<file path="config.mk">
export PLATFORM = sky130hd
export DESIGN_NAME = ss_scan_driver
export DESIGN_NICKNAME = d
export VERILOG_FILES = /design/src/rtl/ss_pkg.sv /design/src/rtl/ss_frame_buf.sv /design/src/rtl/ss_scan_driver.sv
export SDC_FILE = /design/constraint.sdc
export NUM_CORES = 1
export LEC_CHECK = 0
export ABC_CLOCK_PERIOD_IN_PS = 1800
export CORE_MARGIN = 2
export CORE_UTILIZATION = 25
export DETAILED_ROUTE_END_ITERATION = 10
export PLACE_DENSITY = 0.48
export RECOVER_POWER = 100
export SLEW_MARGIN = 20
export SYNTH_ARGS = -nofsm -noshare
export SYNTH_HDL_FRONTEND = slang
export SYNTH_SLANG_ARGS = --single-unit
</file>
<file path="constraint.sdc">
create_clock -name clk -period 1.8 [get_ports clk]
set_input_delay 0.18 -clock clk [delete_from_list [all_inputs] [get_ports clk]]
set_output_delay 0.18 -clock clk [all_outputs]
set_load 0.01 [all_outputs]
</file>
<file path="src/rtl/ss_pkg.sv">
// Shared types for the seven-segment scan path.
package ss_pkg;
  localparam int SEG_W = 7;
  typedef logic [SEG_W-1:0] seg_t;
  localparam seg_t SEG_BLANK = '0;
  typedef enum logic {SHOW, BLANK} scan_state_e;
endpackage

</file>
<file path="src/rtl/ss_frame_buf.sv">
// Pending/display double buffer behind a valid/ready slave port.
module ss_frame_buf #(
  parameter int N_DIGITS = 2,
  parameter int SEG_W    = 7
) (
  input  logic                             clk,
  input  logic                             rstn,
  input  logic                             s_valid,
  output logic                             s_ready,
  input  logic [N_DIGITS-1:0][SEG_W-1:0]   s_data,
  input  logic                             commit,
  output logic [N_DIGITS-1:0][SEG_W-1:0]   disp
);
  logic [N_DIGITS-1:0][SEG_W-1:0] pend;
  logic pend_full, pend_full_nxt, xfer;

  // A transfer on the commit edge only happens with pend empty, so it lands
  // in pend and waits for the next boundary.
  always_comb begin
    xfer          = s_valid && s_ready;
    pend_full_nxt = pend_full;
    if (commit) pend_full_nxt = 1'b0;
    if (xfer)   pend_full_nxt = 1'b1;
  end

  always_ff @(posedge clk) begin
    if (!rstn) begin
      pend      <= '0;
      disp      <= '0;
      pend_full <= 1'b0;
      s_ready   <= 1'b0;
    end else begin
      pend_full <= pend_full_nxt;
      s_ready   <= !pend_full_nxt;
      if (xfer)                pend <= s_data;
      if (commit && pend_full) disp <= pend;
    end
  end
endmodule

</file>
<file path="src/rtl/ss_scan_driver.sv">
// Time-multiplexed common-anode driver: dwell/blank scan FSM over a
// double-buffered frame, with registered, polarity-mapped outputs.
module ss_scan_driver
  import ss_pkg::*;
#(
  parameter int N_DIGITS       = 2,
  parameter int SEG_W          = ss_pkg::SEG_W,
  parameter int DWELL_CYCLES   = 4,
  parameter int BLANK_CYCLES   = 1,
  parameter int SEG_ACTIVE_LOW = 1,
  parameter int AN_ACTIVE_LOW  = 1
) (
  input  logic                           clk,
  input  logic                           rstn,
  input  logic                           s_valid,
  output logic                           s_ready,
  input  logic [N_DIGITS-1:0][SEG_W-1:0] s_data,
  output logic [SEG_W-1:0]               seg,
  output logic [N_DIGITS-1:0]            an,
  output logic                           frame_start
);
  localparam int CMAX = (DWELL_CYCLES > BLANK_CYCLES) ?
                        ((DWELL_CYCLES > 2) ? DWELL_CYCLES : 2) :
                        ((BLANK_CYCLES > 2) ? BLANK_CYCLES : 2);
  localparam int CW = $clog2(CMAX);
  localparam int IW = $clog2((N_DIGITS > 2) ? N_DIGITS : 2);
  localparam logic [SEG_W-1:0]    SEG_OFF = (SEG_ACTIVE_LOW != 0) ? {SEG_W{1'b1}} : {SEG_W{1'b0}};
  localparam logic [N_DIGITS-1:0] AN_OFF  = (AN_ACTIVE_LOW != 0) ? {N_DIGITS{1'b1}} : {N_DIGITS{1'b0}};

  scan_state_e state, state_nxt;
  logic [CW-1:0] cnt, cnt_nxt;
  logic [IW-1:0] idx, idx_nxt;
  logic advance, commit, last_idx;
  logic [N_DIGITS-1:0][SEG_W-1:0] disp;
  logic [SEG_W-1:0]    seg_lit;
  logic [N_DIGITS-1:0] an_sel;

  ss_frame_buf #(.N_DIGITS(N_DIGITS), .SEG_W(SEG_W)) u_buf (
    .clk    (clk),
    .rstn   (rstn),
    .s_valid(s_valid),
    .s_ready(s_ready),
    .s_data (s_data),
    .commit (commit),
    .disp   (disp)
  );

  always_comb begin
    state_nxt = state;
    cnt_nxt   = cnt + CW'(1);
    idx_nxt   = idx;
    advance   = 1'b0;
    last_idx  = (idx == IW'(N_DIGITS - 1));
    case (state)
      SHOW: if (cnt == CW'(DWELL_CYCLES - 1)) begin
        cnt_nxt = '0;
        if (BLANK_CYCLES > 0) state_nxt = BLANK;
        else                  advance   = 1'b1;
      end
      BLANK: if (cnt == CW'(BLANK_CYCLES - 1)) begin
        cnt_nxt   = '0;
        state_nxt = SHOW;
        advance   = 1'b1;
      end
      default: state_nxt = SHOW;
    endcase
    if (advance) idx_nxt = last_idx ? '0 : idx + IW'(1);
    // Wrapping the digit index is the frame boundary.
    commit = advance && last_idx;
  end

  always_comb begin
    seg_lit = SEG_BLANK;
    an_sel  = '0;
    if (state == SHOW) begin
      seg_lit     = disp[idx];
      an_sel[idx] = 1'b1;
    end
  end

  always_ff @(posedge clk) begin
    if (!rstn) begin
      state       <= SHOW;
      cnt         <= '0;
      idx         <= '0;
      seg         <= SEG_OFF;
      an          <= AN_OFF;
      frame_start <= 1'b0;
    end else begin
      state       <= state_nxt;
      cnt         <= cnt_nxt;
      idx         <= idx_nxt;
      seg         <= seg_lit ^ SEG_OFF;
      an          <= an_sel ^ AN_OFF;
      frame_start <= (state == SHOW) && (idx == '0) && (cnt == '0);
    end
  end
endmodule

</file>
==> parameters.txt, run 1 <==
Parameter                              Value

Worst setup path
  Buffers and inverters on the worst path ... 1
  CP max FO ... 7
  Slowest cell on crit path ... sky130_fd_sc_hd__dlygate4sd3_1
  Kind of critical path ... register to output pin
  Data required time of the worst path ... ~1.6 ns
  Worst stage delay on the critical path ... approximately 0.65 ns
  Kind of cell with the highest combined delay on the critical path ... buffers and inverters
  Kind of end point of the critical path ... output pin
  Critical path data arrival time ... about 1.4 ns
  Critical path startpoint category ... register
  Sequence of cells on the critical path ... dlygate4sd3_1

Drt
  Met1 wire length ... about 1800 um
  Final routed wire length divided by cell count ... ~12 um
  Number of vias in the routed layout ... about 1,200
  Residual DRC count ... 0
  Count of routing violations after the opening detailed-route iteration ... 67
  Top Layer Used ... met4
  TritonRoute pass-1 iters ... 4
  Post-DRT Antenna Nets ... 0
  Sum of met2 wire segment lengths after detailed routing ... about 1400 um
  Total detailed-routing wirelength ... about 3300 um
  Avg Vias per Cell ... between 4 and 5
  Routed length on met3 ... around 130 um

Timing
  Highest Clock Rate ... 0.637 GHz
  Total of endpoints with negative setup slack in the final report ... 0
  Slew Limit Headroom ... approximately half
  Slew at the pin with the worst max-slew slack ... approximately 0.75 ns
  Final cycle utilization of the critical path ... 87.2%
  Final TNS setup ... 0 ns
  Worst Clk Skew ... approximately 0.0072 ns
  Count of final hold-check violations ... 0
  Unrepaired setup endpoints after global routing ... no
  Final slew viol count ... 0
  Min Clock Period, post-route ... 1.57 ns

Yosys
  Number of distinct standard cells referenced by the synthesized netlist ... 25
  Seq cells post-synth ... 44
  EDFF count, synth ... 0
  Yosys warning total ... 0
  Post-synthesis instance area ... 1730 sq um
  Cells taking the most area after synthesis ... sky130_fd_sc_hd__dfxtp_1 51%, sky130_fd_sc_hd__a21bo_2 9.2%, sky130_fd_sc_hd__mux2i_1 8.1%, sky130_fd_sc_hd__nand2_1 6.5%, sky130_fd_sc_hd__a21oi_1 4.6%
  Area share of the largest cell type after synthesis ... between 50% and 60%
  Syn_area_per_cell ... 9.90 sq um
  Yosys top cell by area ... sky130_fd_sc_hd__dfxtp_1
  Cells after Synth ... between 150 and 200
  Commonest register cell after synthesis ... sky130_fd_sc_hd__dfxtp_1
  Most common cell in the synthesized netlist ... sky130_fd_sc_hd__dfxtp_1
  Top cells by count, synth ... 44 x sky130_fd_sc_hd__dfxtp_1, 30 x sky130_fd_sc_hd__nand2_1, 16 x sky130_fd_sc_hd__a21bo_2, 16 x sky130_fd_sc_hd__a21oi_1
  Nets in the synthesized netlist ... about 200
  Share of async-settable or async-resettable flops after synthesis ... 0%
  Sequential-to-total area share from yosys stat ... roughly half

Power
  Overall power consumption ... 0.00189 W
  Largest vdd supply drop ... approximately 260 uV
  Power density over the cells ... about 890 nW/um^2
  Leak Pwr ... 0.718 nW

Floorplan
  Floorplan die area ... 7610 sq um
  I/O pin cnt ... 28
  Initial core utilization ... 25.6%
  Area inside the core boundary ... ~6800 sq um
  Number of placement rows ... 30
  Die span in x ... around 87 um
  Die extent in y ... 87.3 um

Placement
  Final RePlAce weighted congestion ... roughly 0.64
  HPWL Detailed ... 2300 um
  Count of input and output buffers ... 27

Cells and area
  Fill cell count ... 746
  Post-layout utilization of the core ... around a third
  Number of nets at the end of the flow ... 220
  Sequential cell area ... between 800 and 900 sq um
  Layout Area Growth over Synthesis ... 22.7%
  Multi-input gate area ... 744 sq um
  Layout cell share with drive strength beyond 1 ... around 14%
  Antenna diodes ... 0

Global route
  Pin count of the biggest net entering global routing ... 30
  GR Util All Layers ... a little under a tenth
  Total congestion overflow after global routing ... 0
  Wire length of the first global-routing pass ... 5450 um
  Initial antenna violation count ... 0
  Number of global-route vias before repair ... 1,116

Run
  Number of max-capacitance violations reported ... 0

Min path
  Worst Hold Class ... input pin to register

Status
  Run status ... completed

Clock network
  H-tree depth ... 2
  Post-cts gate resize count ... 0
  Post-CTS Hold Fix Bufs ... 0
  Deepest clock path buffer count ... 2
  Post-CTS Setup Bufs ... 0
  CTS Sinks ... between 40 and 50
  Clock tree from TritonCTS ... yes
  Clock transition at path regs ... approximately 0.080 ns
  Number of clock buffers inserted by TritonCTS ... 5
  CTS Root Buffer Type ... sky130_fd_sc_hd__clkbuf_8
  Clock insertion delay at the later pin of the skew report ... a little under 0.3 ns
cells in the final DEF (no fill, tap or decap):
| cell | count |
|---|---|
| sky130_fd_sc_hd__a211oi_1 | 1 |
| sky130_fd_sc_hd__a21bo_2 | 16 |
| sky130_fd_sc_hd__a21oi_1 | 16 |
| sky130_fd_sc_hd__a22oi_1 | 7 |
| sky130_fd_sc_hd__a31oi_1 | 1 |
| sky130_fd_sc_hd__and2_1 | 2 |
| sky130_fd_sc_hd__and3b_1 | 1 |
| sky130_fd_sc_hd__and4_1 | 1 |
| sky130_fd_sc_hd__and4_4 | 1 |
| sky130_fd_sc_hd__buf_4 | 4 |
| sky130_fd_sc_hd__clkbuf_1 | 2 |
| sky130_fd_sc_hd__clkbuf_8 | 5 |
| sky130_fd_sc_hd__clkdlybuf4s50_1 | 15 |
| sky130_fd_sc_hd__clkinv_1 | 1 |
| sky130_fd_sc_hd__clkinv_2 | 1 |
| sky130_fd_sc_hd__dfxtp_1 | 44 |
| sky130_fd_sc_hd__dlygate4sd3_1 | 12 |
| sky130_fd_sc_hd__ha_1 | 3 |
| sky130_fd_sc_hd__inv_1 | 4 |
| sky130_fd_sc_hd__mux2i_1 | 14 |
| sky130_fd_sc_hd__nand2_1 | 30 |
| sky130_fd_sc_hd__nand2b_1 | 1 |
| sky130_fd_sc_hd__nand3_1 | 14 |
| sky130_fd_sc_hd__nand3b_1 | 1 |
| sky130_fd_sc_hd__nor2_1 | 1 |
| sky130_fd_sc_hd__nor3b_2 | 1 |
| sky130_fd_sc_hd__or3_1 | 1 |
kinds of logic after synthesis:
group / count (synthesis) / share of synthesized area (%)
adders and majority gates: 3 / 2.17
buffers and inverters: 19 / 6.21
AOI/OAI and AO/OA: 41 / 17.7
DFF: 44 / 50.8
muxes: 14 / 8.09
and+or+nand+nor: 54 / 15.0
path summary, 6_finish.rpt:
kind,start,endpoint,slack [ns],cells past startpoint
worst max-delay path,u_buf.s_ready$_SDFF_PN0_,s_ready,0.23,1
worst min register to register,u_buf.disp[7]$_SDFFE_PN0P_,seg[0]$_SDFF_PN1_,0.44,1
worst min-delay path,s_data[3],u_buf.pend[3]$_SDFFE_PN0P_,0.44,3
worst max register to register,cnt[0]$_SDFF_PN0_,u_buf.disp[8]$_SDFFE_PN0P_,0.38,4
per-stage QoR:
stage               instances  hold WS, ns  cell area (sq um)  setup slack (ns)
finish                    280        0.441               2130             0.230
global route              280        0.444               2130             0.160
CTS                       280        0.437               2130             0.252
detailed placement        273        0.437               2050             0.210
global placement          273        0.440               2050             0.286
floorplan                 175        0.327               1730             0.512
sequential cells by signal, indices dropped and copies added, names as in the netlist:
name             count
cnt                  2
seg                  7
frame_start          1
u_buf.s_ready        1
idx                  1
u_buf.disp          14
u_buf.pend          14
u_buf.pend_full      1
state                1
an                   2
tightest hold or removal path: cells and delay by family:
family	cells	cell delay, ns
buffers and inverters	1	0.39
and+or+nand+nor	1	0.06
AOI/OAI and AO/OA	1	0.05
routing by layer:
metal,up-vias,track usage (%)
met5,-,0
met4,0,4.62
met3,5,2.84
met2,27,12.9
met1,552,13.1
li1,649,-
power breakdown:
part | internal, W | switching, W | leakage [nW] | total (W)
Sequential | 0.00102 | 0.0000355 | 0.358 | 0.00106
Clock | 0.000264 | 0.000313 | 0.0410 | 0.000577
Combinational | 0.000126 | 0.000127 | 0.320 | 0.000253
final cells by class:
| cell class | instances | share of cell area [%] |
|---|---|---|
| tap | 80 | 4.71 |
| inverter | 5 | 0.883 |
| clock inverter | 1 | 0.235 |
| multi-input combinational | 112 | 35.0 |
| sequential | 44 | 41.4 |
| clock buffer | 6 | 3.41 |
| timing repair buffer | 32 | 14.3 |
No activity file was read; power rests on OpenSTA's default activity.
==> run 2, diff against run 1 <==
Settings changed: GPL_TIMING_DRIVEN set to 0, PLACE_DENSITY 0.48 to 0.54.
==> parameters.txt, run 2 (synthesis gave the netlist of run 1 again) <==
Parameter                              Value

Timing
  Unrepaired setup endpoints after global routing ... no
  Slew Limit Headroom ... between 50% and 60%
  Min Clock Period, post-route ... between 1 and 1.5 ns
  Highest Clock Rate ... 0.684 GHz
  Count of final hold-check violations ... 0
  Final cycle utilization of the critical path ... 81.2%
  Final slew viol count ... 0
  Final setup slack of the worst path ... around 0.34 ns
  Final TNS setup ... 0 ns
  Worst Hold Slack ... between 0.3 and 0.4 ns
  Worst Clk Skew ... slightly below 0.004 ns
  Slew at the pin with the worst max-slew slack ... about 0.64 ns
  Total of endpoints with negative setup slack in the final report ... 0

Worst setup path
  Worst stage delay on the critical path ... around 0.33 ns
  Data required time of the worst path ... slightly above 2 ns
  Buffers and inverters on the worst path ... 3
  Critical path data arrival time ... ~1.7 ns
  Slowest cell on crit path ... sky130_fd_sc_hd__dfxtp_1
  Sequence of cells on the critical path ... inv_1 -> ha_1 -> and4_2 -> buf_6 -> buf_12 -> mux2i_1
  CP max FO ... 10
  Kind of cell with the highest combined delay on the critical path ... buffers and inverters
  Kind of end point of the critical path ... register
  Kind of critical path ... register to register
  Setup slack of the worst register-to-register path ... about 0.34 ns
  Critical path startpoint category ... register

Drt
  Final routed wire length divided by cell count ... 12.2 um
  Post-DRT Antenna Nets ... 0
  Number of vias in the routed layout ... about 1,300
  Residual DRC count ... 0
  Avg Vias per Cell ... roughly 4.4
  Count of routing violations after the opening detailed-route iteration ... 54
  TritonRoute pass-1 iters ... 4
  Total detailed-routing wirelength ... between 3000 and 4000 um

Power
  Largest vdd supply drop ... around 250 uV
  Leak Pwr ... ~0.74 nW
  Overall power consumption ... roughly 0.0020 W
  Power density over the cells ... roughly 890 nW/um^2

Clock network
  Deepest clock path buffer count ... 2
  Post-CTS Setup Bufs ... 0
  CTS Sinks ... 44
  H-tree depth ... 2
  Clock transition at path regs ... approximately 0.080 ns
  Clock insertion delay at the later pin of the skew report ... 0.29 ns
  Post-cts gate resize count ... 0
  CTS Root Buffer Type ... sky130_fd_sc_hd__clkbuf_8
  Clock tree from TritonCTS ... yes
  Post-CTS Hold Fix Bufs ... 0
  Number of clock buffers inserted by TritonCTS ... 5

Global route
  GR Util All Layers ... 10.3%
  Initial antenna violation count ... 0
  Wire length of the first global-routing pass ... around 6000 um
  Pin count of the biggest net entering global routing ... 13
  Total congestion overflow after global routing ... 0
  Number of global-route vias before repair ... 1,186

Floorplan
  Die span in x ... approximately 87 um
  Area inside the core boundary ... between 6000 and 7000 sq um
  Initial core utilization ... between 20% and 30%
  Floorplan die area ... between 7000 and 8000 sq um
  I/O pin cnt ... 28
  Die extent in y ... between 80 and 90 um
  Number of placement rows ... 30

Run
  Number of max-capacitance violations reported ... 0

Cells and area
  Sequential cell area ... between 800 and 900 sq um
  Commonest non-fill, non-tap cells in the layout ... 44 x sky130_fd_sc_hd__dfxtp_1, 30 x sky130_fd_sc_hd__nand2_1, 16 x sky130_fd_sc_hd__a21bo_2, 16 x sky130_fd_sc_hd__a21oi_1
  Fill cell count ... about 730
  Layout Area Growth over Synthesis ... 25.8%
  Layout cell share with drive strength beyond 1 ... 14.4%
  Most common cell after layout, fill and taps aside ... sky130_fd_sc_hd__dfxtp_1
  Regs by FF count ... u_buf.disp x14, u_buf.pend x14, seg x7
  Antenna diodes ... 0
  Multi-input gate area ... about 740 sq um
  Number of nets at the end of the flow ... between 200 and 250

Min path
  Worst Hold Class ... input pin to register

Placement
  HPWL Detailed ... approximately 2500 um
  Final RePlAce weighted congestion ... 0.680
  Worst Setup Slack post-DPL ... around 0.10 ns
  Count of input and output buffers ... 26

Status
  Run status ... completed
run 2: report_power, final:
group	switching (W)	total, W	internal (W)
Combinational	0.000145	0.000274	0.000128
Sequential	0.0000255	0.00105	0.00102
Clock	0.000316	0.000630	0.000313
run 2: worst min-delay path: cells and delay by family:
kind | cells | cell delay [ns]
AO/OA/AOI/OAI | 2 | 0.20
buffers and inverters | 1 | 0.19
run 2: stage by stage:
stage          instance area [sq um]  util, %  instances
2_1_floorplan                   1730        -        175
3_3_place_gp                    2090     31.0        281
3_5_place_dp                    2090     31.0        281
4_1_cts                         2180     32.3        289
5_1_grt                         2180     32.3        289
6_report                        2180     32.3        289
run 2: path summary, 6_finish.rpt:
| check | from | to | depth (start not counted) |
|---|---|---|---|
| setup / recovery | cnt[0]$_SDFF_PN0_ | u_buf.disp[11]$_SDFFE_PN0P_ | 6 |
| hold / removal | s_valid | u_buf.pend[4]$_SDFFE_PN0P_ | 3 |
| setup reg to reg | cnt[0]$_SDFF_PN0_ | u_buf.disp[11]$_SDFFE_PN0P_ | 6 |
| hold reg to reg | u_buf.disp[10]$_SDFFE_PN0P_ | seg[3]$_SDFF_PN1_ | 1 |
run 2: final cells by class:
type | instances | area share (%)
Buffer | 14 | 4.02
Sequential cell | 44 | 40.4
Clock buffer | 8 | 4.13
Tap cell | 80 | 4.59
Inverter | 5 | 0.861
Timing Repair Buffer | 26 | 11.9
Multi-Input combinational cell | 112 | 34.1
run 2: per-layer routing:
| layer | track usage [%] | vias up | share of wire [%] |
|---|---|---|---|
| met3 | 3.51 | 4 | 5.8 |
| met1 | 14.5 | 566 | 52 |
| met5 | 0 | - | 0 |
| li1 | - | 664 | - |
| met4 | 4.20 | 0 | 1.4 |
| met2 | 14.3 | 31 | 41 |
==> run 3, diff against run 2 <==
Settings changed: ABC_CLOCK_PERIOD_IN_PS 1800 to 1500.
Clock period 1.8 ns to 1.5 ns, I/O delays scaled along.
==> parameters.txt, run 3 (synthesis gave the netlist of run 1 again) <==
Parameter                              Value

Power
  Clk pwr share ... roughly a third
  Leak Pwr ... roughly 0.74 nW
  Switching share of power ... approximately a quarter
  Largest vdd supply drop ... between 200 and 300 uV
  Internal Power ... roughly 0.0018 W
  Sequential Power Share ... a little over half
  Power share of the combinational group ... between 10 and 15%
  Power density over the cells ... 1080 nW/um^2
  Sw power ... 0.000591 W

Cells and area
  Commonest non-fill, non-tap cells in the layout ... 44 x sky130_fd_sc_hd__dfxtp_1, 30 x sky130_fd_sc_hd__nand2_1, 16 x sky130_fd_sc_hd__a21bo_2, 16 x sky130_fd_sc_hd__a21oi_1, 15 x sky130_fd_sc_hd__clkdlybuf4s50_1
  Fill cell count ... ~730
  Antenna diodes ... 0
  Number of nets at the end of the flow ... 228
  Final instance area ... approximately 2200 sq um
  Post-layout utilization of the core ... 32.5%
  Most common cell after layout, fill and taps aside ... sky130_fd_sc_hd__dfxtp_1
  Layout Area Growth over Synthesis ... 26.6%
  Sequential cell area ... approximately 900 sq um
  Multi-input gate area ... roughly 760 sq um
  Layout cell share with drive strength beyond 1 ... ~15%
  Regs by FF count ... u_buf.disp x14, u_buf.pend x14, seg x7
  Finished Layout Cells ... approximately 290

Timing
  Final cycle utilization of the critical path ... approximately 93%
  Unrepaired setup endpoints after global routing ... no
  Total of endpoints with negative setup slack in the final report ... 0
  Final slew viol count ... 0
  Slew at the pin with the worst max-slew slack ... around 0.63 ns
  Highest Clock Rate ... 0.718 GHz
  Slew Limit Headroom ... 57.5%
  Count of final hold-check violations ... 0
  Final TNS setup ... 0 ns
  Worst Clk Skew ... 0.00386 ns
  Min Clock Period, post-route ... 1.39 ns

Floorplan
  Area inside the core boundary ... between 6000 and 7000 sq um
  Initial core utilization ... between 20 and 30%
  Number of placement rows ... 30
  Die span in x ... between 80 and 90 um
  I/O pin cnt ... 28
  Floorplan die area ... 7610 sq um
  Die extent in y ... about 87 um

Clock network
  Clock insertion delay at the later pin of the skew report ... just under 0.3 ns
  Number of clock buffers inserted by TritonCTS ... 5
  Clock tree from TritonCTS ... yes
  Deepest clock path buffer count ... 2
  Post-CTS Hold Fix Bufs ... 0
  CTS Root Buffer Type ... sky130_fd_sc_hd__clkbuf_8
  Clock transition at path regs ... around 0.080 ns
  H-tree depth ... 2
  Post-CTS Setup Bufs ... 0
  CTS Sinks ... 44

Drt
  Total detailed-routing wirelength ... between 3000 and 4000 um
  Count of routing violations after the opening detailed-route iteration ... 54
  Post-DRT Antenna Nets ... 0
  Final routed wire length divided by cell count ... 12.2 um
  TritonRoute pass-1 iters ... 4
  Avg Vias per Cell ... between 4 and 5
  Number of vias in the routed layout ... between 1,000 and 1,500
  Residual DRC count ... 0

Placement
  Final RePlAce weighted congestion ... between 0.6 and 0.7
  Cell Area, Placed ... approximately 2100 sq um
  Count of input and output buffers ... 26
  HPWL Detailed ... 2540 um
  Placed Cells incl. Taps ... 281

Worst setup path
  Critical path startpoint category ... register
  Worst stage delay on the critical path ... 0.61 ns
  Critical path data arrival time ... about 1.2 ns
  CP max FO ... 3
  Endpoint of the lowest-slack register-to-register path ... u_buf.disp[11]$_SDFFE_PN0P_
  Data required time of the worst path ... 1.35 ns
  Worst-case reg-to-reg path depth ... 6
  Kind of end point of the critical path ... output pin
  Slowest cell on crit path ... sky130_fd_sc_hd__dlygate4sd3_1
  Kind of critical path ... register to output pin
  Setup slack of the worst register-to-register path ... roughly 0.12 ns
  Sequence of cells on the critical path ... dlygate4sd3_1
  Crit Reg-Reg Startpoint ... cnt[0]$_SDFF_PN0_
  Buffers and inverters on the worst path ... 1
  Kind of cell with the highest combined delay on the critical path ... buffers and inverters

Global route
  GR Util All Layers ... 10.3%
  Pin count of the biggest net entering global routing ... 13
  Wire length of the first global-routing pass ... approximately 6000 um
  Initial antenna violation count ... 0
  Number of global-route vias before repair ... around 1,200
  Total congestion overflow after global routing ... 0

Status
  Run status ... completed

Run
  Number of max-capacitance violations reported ... 0

Min path
  Worst Hold Class ... input pin to register
  Worst min-delay path startpoint ... s_valid
  Min-Delay Path Depth ... 3
  Hold Crit Endpoint ... u_buf.pend[4]$_SDFFE_PN0P_
## run 3: cell types whose count changed in the layout (fill, tap and decap cells not counted), sizes merged
| cell | previous run | this run |
|---|---|---|
| clkdlybuf4s50 | 14 | 15 |
| dlygate4sd3 | 12 | 11 |
## run 3: final cells by class
class                   instances  share of cell area [%]
plain buffers                  14                    3.99
clock buffers                   8                    4.11
inverters                       5                   0.856
multi-input cells             112                    34.5
flip-flops and latches         44                    40.2
well taps                      80                    4.56
repair buffers                 26                    11.9
## run 3: worst max path at each step
stage / endpoint / from / slack [ns] / cells past startpoint
5_1_grt: u_buf.disp[4]$_SDFFE_PN0P_ / cnt[0]$_SDFF_PN0_ / 0.02 / 6
3_3_place_gp: seg[5]$_SDFF_PN1_ / rstn / -0.18 / 3
3_5_place_dp: seg[1]$_SDFF_PN1_ / rstn / -0.17 / 3
4_1_cts: u_buf.disp[11]$_SDFFE_PN0P_ / cnt[0]$_SDFF_PN0_ / 0.02 / 6
6_report: s_ready / u_buf.s_ready$_SDFF_PN0_ / 0.11 / 1
2_1_floorplan: u_buf.disp[0]$_SDFFE_PN0P_ / cnt[0]$_SDFF_PN0_ / 0.21 / 6
## run 3: through the flow
| stage | worst slack, ns | hold slack, ns | total power [W] |
|---|---|---|---|
| 5_1_grt | 0.0173 | 0.319 | 0.00250 |
| 4_1_cts | 0.0201 | 0.295 | 0.00238 |
| 6_report | 0.107 | 0.295 | 0.00236 |
| 3_3_place_gp | -0.184 | 0.435 | 0.00162 |
| 3_5_place_dp | -0.167 | 0.435 | 0.00163 |
| 2_1_floorplan | 0.212 | 0.297 | 0.00149 |
## run 3: worst register-to-register path, cell delays in order, from the launching register on
cell	delay (ns)
sky130_fd_sc_hd__dfxtp_1	0.33
sky130_fd_sc_hd__inv_1	0.12
sky130_fd_sc_hd__ha_4	0.18
sky130_fd_sc_hd__and4_2	0.22
sky130_fd_sc_hd__buf_6	0.13
sky130_fd_sc_hd__buf_12	0.15
sky130_fd_sc_hd__mux2i_1	0.18
## run 3: per-layer routing
metal	GRT usage (%)	routed length [um]	up-vias	share of wire [%]
met5	0	0	-	0
met4	4.20	50	0	1.4
met3	3.51	204	4	5.8
met2	14.3	1460	31	41
met1	14.5	1820	560	52
li1	-	-	664	-
## run 3: power groups by stage
stage               sequential (W)  clock (W)  combinational [W]
detailed placement         0.00129          0           0.000338
finish                     0.00126   0.000756           0.000346
global route               0.00127   0.000844           0.000389
CTS                        0.00126   0.000777           0.000340
global placement           0.00128          0           0.000336
floorplan                  0.00129          0           0.000205
## run 3: repair_timing
action	in CTS	in global routing
hold endpoints to repair	0	0
gates resized for setup	0	2
setup endpoints to repair	0	10
